## src/rtl/pipelined_control_unit.sv

```systemverilog
// pipelined_control_unit
// Decodes the opcode held in IF/ID, registers the control word and rt into
// ID/EX, detects load-use hazards against the ID/EX instruction and squashes
// the decode slot on taken branches. addi, bne and j decode only when EXT_ISA
// is set; otherwise they are reported as illegal.
module pipelined_control_unit #(
    parameter int INSTR_WIDTH    = 32,
    parameter int REG_ADDR_WIDTH = 5,
    parameter int EXT_ISA        = 1,
    parameter int HAZARD_EN      = 1
) (
    input  logic                      Clk,
    input  logic                      Rst,
    input  logic [INSTR_WIDTH-1:0]    Instruction,
    input  logic                      InstrValid,
    input  logic                      BranchTaken,
    output logic                      RegDst,
    output logic                      ALUSrc,
    output logic                      Branch,
    output logic                      BranchNe,
    output logic                      Jump,
    output logic                      MemRead,
    output logic                      MemWrite,
    output logic                      MemtoReg,
    output logic                      RegWrite,
    output logic [1:0]                ALUOp,
    output logic [REG_ADDR_WIDTH-1:0] IdExRt,
    output logic                      Stall,
    output logic                      FlushIF,
    output logic                      IllegalOp
);

    localparam logic [5:0] OP_RTYPE = 6'b000000;
    localparam logic [5:0] OP_LW    = 6'b100011;
    localparam logic [5:0] OP_SW    = 6'b101011;
    localparam logic [5:0] OP_BEQ   = 6'b000100;
    localparam logic [5:0] OP_ADDI  = 6'b001000;
    localparam logic [5:0] OP_BNE   = 6'b000101;
    localparam logic [5:0] OP_J     = 6'b000010;

    localparam int RS_HI  = INSTR_WIDTH - 7;
    localparam int RT_HI  = RS_HI - REG_ADDR_WIDTH;
    localparam int LOW_HI = RT_HI - REG_ADDR_WIDTH;

    logic [5:0]                opcode_s;
    logic [REG_ADDR_WIDTH-1:0] rs_s;
    logic [REG_ADDR_WIDTH-1:0] rt_s;
    logic                      unused_low_bits_s;

    logic       dec_regdst_s;
    logic       dec_alusrc_s;
    logic       dec_branch_s;
    logic       dec_branchne_s;
    logic       dec_jump_s;
    logic       dec_memread_s;
    logic       dec_memwrite_s;
    logic       dec_memtoreg_s;
    logic       dec_regwrite_s;
    logic [1:0] dec_aluop_s;
    logic       dec_legal_s;
    logic       dec_uses_rt_s;
    logic       hazard_s;

    assign opcode_s          = Instruction[INSTR_WIDTH-1 -: 6];
    assign rs_s              = Instruction[RS_HI -: REG_ADDR_WIDTH];
    assign rt_s              = Instruction[RT_HI -: REG_ADDR_WIDTH];
    // Immediate/funct bits are consumed by later stages, not by this unit.
    assign unused_low_bits_s = ^Instruction[LOW_HI:0];

    // Opcode decode into the control word; flags whether rt is a source operand.
    always_comb begin
        dec_regdst_s   = 1'b0;
        dec_alusrc_s   = 1'b0;
        dec_branch_s   = 1'b0;
        dec_branchne_s = 1'b0;
        dec_jump_s     = 1'b0;
        dec_memread_s  = 1'b0;
        dec_memwrite_s = 1'b0;
        dec_memtoreg_s = 1'b0;
        dec_regwrite_s = 1'b0;
        dec_aluop_s    = 2'b00;
        dec_legal_s    = 1'b1;
        dec_uses_rt_s  = 1'b0;
        case (opcode_s)
            OP_RTYPE: begin
                dec_regdst_s   = 1'b1;
                dec_regwrite_s = 1'b1;
                dec_aluop_s    = 2'b10;
                dec_uses_rt_s  = 1'b1;
            end
            OP_LW: begin
                dec_alusrc_s   = 1'b1;
                dec_memread_s  = 1'b1;
                dec_memtoreg_s = 1'b1;
                dec_regwrite_s = 1'b1;
            end
            OP_SW: begin
                dec_alusrc_s   = 1'b1;
                dec_memwrite_s = 1'b1;
                dec_uses_rt_s  = 1'b1;
            end
            OP_BEQ: begin
                dec_branch_s   = 1'b1;
                dec_aluop_s    = 2'b01;
                dec_uses_rt_s  = 1'b1;
            end
            OP_ADDI: begin
                if (EXT_ISA != 0) begin
                    dec_alusrc_s   = 1'b1;
                    dec_regwrite_s = 1'b1;
                end else begin
                    dec_legal_s    = 1'b0;
                end
            end
            OP_BNE: begin
                if (EXT_ISA != 0) begin
                    dec_branchne_s = 1'b1;
                    dec_aluop_s    = 2'b01;
                    dec_uses_rt_s  = 1'b1;
                end else begin
                    dec_legal_s    = 1'b0;
                end
            end
            OP_J: begin
                if (EXT_ISA != 0) begin
                    dec_jump_s     = 1'b1;
                end else begin
                    dec_legal_s    = 1'b0;
                end
            end
            default: begin
                dec_legal_s = 1'b0;
            end
        endcase
    end

    // Load-use hazard: the load in ID/EX writes a register the ID instruction reads.
    always_comb begin
        hazard_s = 1'b0;
        if ((HAZARD_EN != 0) && MemRead && (|IdExRt) && InstrValid) begin
            hazard_s = (IdExRt == rs_s) || (dec_uses_rt_s && (IdExRt == rt_s));
        end else begin
            hazard_s = 1'b0;
        end
    end

    assign Stall   = hazard_s;
    assign FlushIF = BranchTaken;

    // ID/EX register: squash on branch or stall, bubble on invalid/illegal, else load decode.
    always_ff @(posedge Clk or posedge Rst) begin
        if (Rst) begin
            RegDst    <= 1'b0;
            ALUSrc    <= 1'b0;
            Branch    <= 1'b0;
            BranchNe  <= 1'b0;
            Jump      <= 1'b0;
            MemRead   <= 1'b0;
            MemWrite  <= 1'b0;
            MemtoReg  <= 1'b0;
            RegWrite  <= 1'b0;
            ALUOp     <= 2'b00;
            IdExRt    <= {REG_ADDR_WIDTH{1'b0}};
            IllegalOp <= 1'b0;
        end else if (BranchTaken || hazard_s || !InstrValid || !dec_legal_s) begin
            RegDst    <= 1'b0;
            ALUSrc    <= 1'b0;
            Branch    <= 1'b0;
            BranchNe  <= 1'b0;
            Jump      <= 1'b0;
            MemRead   <= 1'b0;
            MemWrite  <= 1'b0;
            MemtoReg  <= 1'b0;
            RegWrite  <= 1'b0;
            ALUOp     <= 2'b00;
            IdExRt    <= {REG_ADDR_WIDTH{1'b0}};
            // Only an otherwise-accepted valid instruction can report illegality.
            IllegalOp <= !BranchTaken && !hazard_s && InstrValid && !dec_legal_s;
        end else begin
            RegDst    <= dec_regdst_s;
            ALUSrc    <= dec_alusrc_s;
            Branch    <= dec_branch_s;
            BranchNe  <= dec_branchne_s;
            Jump      <= dec_jump_s;
            MemRead   <= dec_memread_s;
            MemWrite  <= dec_memwrite_s;
            MemtoReg  <= dec_memtoreg_s;
            RegWrite  <= dec_regwrite_s;
            ALUOp     <= dec_aluop_s;
            IdExRt    <= rt_s;
            IllegalOp <= 1'b0;
        end
    end

endmodule

```

## config.mk

```make
export PLATFORM = sky130hd
export DESIGN_NAME = pipelined_control_unit
export DESIGN_NICKNAME = d
export VERILOG_FILES = /design/src/rtl/pipelined_control_unit.sv
export SDC_FILE = /design/constraint.sdc
export NUM_CORES = 1
export LEC_CHECK = 0
export ABC_AREA = 1
export CORE_MARGIN = 10
export CORE_UTILIZATION = 39
export DETAILED_ROUTE_END_ITERATION = 8
export PLACE_DENSITY = 0.95
export SYNTH_ARGS = -nofsm -noshare
export SYNTH_HDL_FRONTEND = slang
export SYNTH_SLANG_ARGS = --single-unit
```

## constraint.sdc

```tcl
create_clock -name Clk -period 1.9 [get_ports Clk]
set_input_delay 0.38 -clock Clk [delete_from_list [all_inputs] [get_ports Clk]]
set_output_delay 0.38 -clock Clk [all_outputs]
set_load 0.02 [all_outputs]
```

==> results_dict.tcl <==
set metrics [dict create \
    status "finished, final reports clean" \
    totalPowerFinal_w 0.000639 \
    synth_edf_count 0 \
    synth_most_common_cell "inv_1" \
    track_usage 0.115 \
    leakagePower_nw 0.782 \
    rows 17 \
    crit_type "input port to output port" \
    grt_pass1_wl_mm 4.16 \
    arrival_ns 1.47 \
    ctsHoldBuffers 0 \
    clkPwrFrac 0.261 \
    diodes 0 \
    yosysSeqAreaShare 0.446 \
    detail_route.wl_per_cell_um 13.2 \
    ant_nets 0 \
    vias_per_cell 4.62 \
    setup_viol_count_final 0 \
    stdcell_area_um2 1470 \
    hp-class "input port to flip-flop" \
    hold_viol 0 \
    gp_congestion 0.855 \
    clockRootBuffer "clkbuf_4" \
    worst_slack_ns 0.0474 \
    ys_ff_latch 16 \
    cts_tree "built" \
    synthTopCellsByCount "21 x inv_1, 17 x nand2_1, 16 x dfrtp_1" \
    clk_latency_ns 0.27 \
    intPower_w 0.000479 \
    tightest_slew_ns 0.585 \
    io_pins 55 \
    htreeDepth 1 \
    p_sw_frac 0.250 \
    crit_family "buffers and inverters" \
    ys_top_cells_by_area "dfrtp_1 45%, nor2_2 9.8%, inv_1 8.8%" \
    numCtsBuffers 3 \
    port_buffers 38 \
    grt_setup_unrepaired "false" \
    drt_pass1_iterations 4 \
    maxCapViolations 0 \
    crit_chain "clkdlybuf4s50_1, clkdlybuf4s50_1" \
    fin_cells 196 \
    vias 905 \
    slew_viol_final 0 \
    slowest_stage "clkdlybuf4s50_1" \
    layout-drive-gt1-share 0.298 \
    slowest_delay_ns 0.61 \
    antenna_found_initial 0 \
    worstPathRequired_ns 1.52 \
    pre_cts_slack_ns -0.650 \
    path_max_fanout 2 \
    drt-initial-drc-count 22 \
    dp_hpwl_mm 2.18 \
    die_h_um 68.0 \
    slew_headroom 0.610 \
    clock-sinks 16 \
    fin_crit_ns 1.85 \
    peakVddDrop_mv 0.261 \
    syn_area_um2 897 \
    wirelength_mm 2.58 \
    fin_nets 206 \
    crit_buf_inv 2 \
    drc 0 \
    yosys_warnings 0 \
    start_util 0.406 \
    power.density_nw_per_um2 434 \
    clk_pin_slew_worst_paths_ns 0.08 \
    die_area_um2 4620 \
    syn_nets 149 \
    synth-main-ff-cell "dfrtp_1" \
    pwr-share-comb 0.198 \
    final_util 0.665 \
    synthArstFlopShare 1.00 \
    power_frac_seq 0.540 \
    grt_pass1_vias 952 \
    synth_cells 113 \
    finalClockSkew_ns 0.000821 \
    area_growth_pct 64.0 \
    dp.cells 193 \
    synth_top_cell_area_share 0.446 \
    grt.overflow.total 0 \
    path_common_cell "clkdlybuf4s50_1" \
    clockBufferDepth 2 \
    die_x_um 68.0 \
    design.core.area_um2 2210 \
    p_sw_w 0.000160 \
    start_kind "input port" \
    synth.avg_cell_area_um2 7.94 \
    fin_crit_sh 0.975 \
    grt_max_degree 17 \
    worstSetupEndpointType "output port" \
    place_area_um2 1430 \
    ys_types 18 \
    clock.fmax_mhz 540 \
    synth_top_area_cell "dfrtp_1" \
]
metrics by stage:
stage | TNS, ns | hold WS [ns]
after floorplan | 0 | 0.294
after global placement | -0.780 | 0.760
after detailed placement | -2.43 | 0.787
after CTS | 0 | 0.477
after global routing | 0 | 0.371
final | 0 | 0.377
registers in the layout, summed over array words and instances, names as in the netlist:
register and cells:
IdExRt 5, ALUOp 2, ALUSrc 1, Branch 1, BranchNe 1, IllegalOp 1
Jump 1, MemWrite 1, MemtoReg 1, RegDst 1, RegWrite 1
path summary, 6_finish.rpt:
kind / startpoint / end / slack (ns) / depth (start not counted)
min: Instruction[20] / IdExRt[4] / 0.38 / 3
max in group asynchronous: Rst / IdExRt[2] / 1.03 / 2
min reg2reg: MemtoReg / IllegalOp / 0.92 / 6
max: BranchTaken / FlushIF / 0.05 / 2
max reg2reg: IdExRt[1] / Branch / 0.40 / 9
min in group asynchronous: Rst / IdExRt[3] / 0.46 / 2
cell families after synthesis:
| group | Yosys count | synth area share |
|---|---|---|
| XOR/XNOR | 6 | 0.0586 |
| flip-flops | 16 | 0.446 |
| AO/OA/AOI/OAI | 2 | 0.0223 |
| buffers and inverters | 27 | 0.130 |
| AND/OR/NAND/NOR | 62 | 0.343 |
layout make-up:
| cell class | count | area (um^2) |
|---|---|---|
| clock buffers | 3 | 22.5 |
| flip-flops and latches | 16 | 402 |
| inverters | 24 | 90.1 |
| well taps | 28 | 35.0 |
| fillers | 200 | 741 |
| multi-input cells | 70 | 400 |
| repair buffers | 55 | 522 |
placed cells by master (no fill, tap or decap):
cell type | Yosys | final
clkdlybuf4s50_1 | 0 | 22
inv_1 | 21 | 20
nand2_1 | 17 | 17
nor2_2 | 14 | 17
buf_4 | 2 | 16
dfrtp_1 | 16 | 15
nor2_1 | 15 | 12
dlygate4sd2_1 | 0 | 10
nand3_1 | 8 | 7
dlymetal6s2s_1 | 0 | 5
inv_2 | 3 | 4
nand3_2 | 3 | 4
xor2_1 | 4 | 3
clkbuf_4 | 0 | 3
xnor2_1 | 2 | 2
nand4_1 | 2 | 2
dfrtp_2 | 0 | 1
xor2_2 | 0 | 1
or2_1 | 1 | 1
nand2_2 | 1 | 1
o211ai_2 | 1 | 1
o211ai_1 | 1 | 1
nor3_1 | 1 | 1
buf_6 | 1 | 1
buf_12 | 0 | 1
what timing repair did:
action	in CTS	in global routing
buffers inserted	0	0
gates resized for setup	19	9
pin swaps	9	6
cloned	0	0
endpoints found under the setup margin	1	1
routing by layer:
| metal | wire, um | global-route usage | up-vias |
|---|---|---|---|
| li1 | - | - | 447 |
| met1 | 984 | 0.113 | 420 |
| met2 | 1390 | 0.230 | 32 |
| met3 | 186 | 0.0228 | 6 |
| met4 | 19 | 0.0377 | 0 |
| met5 | 0 | 0 | - |
power by group through the flow:
stage          Clock, W  Combinational (W)  Sequential [W]
2_1_floorplan         0          0.0000499        0.000355
3_3_place_gp          0           0.000126        0.000352
3_5_place_dp          0           0.000132        0.000352
4_1_cts        0.000176           0.000127        0.000345
5_1_grt        0.000188           0.000140        0.000345
6_report       0.000167           0.000127        0.000345
Power figures use the tool's default switching activity.
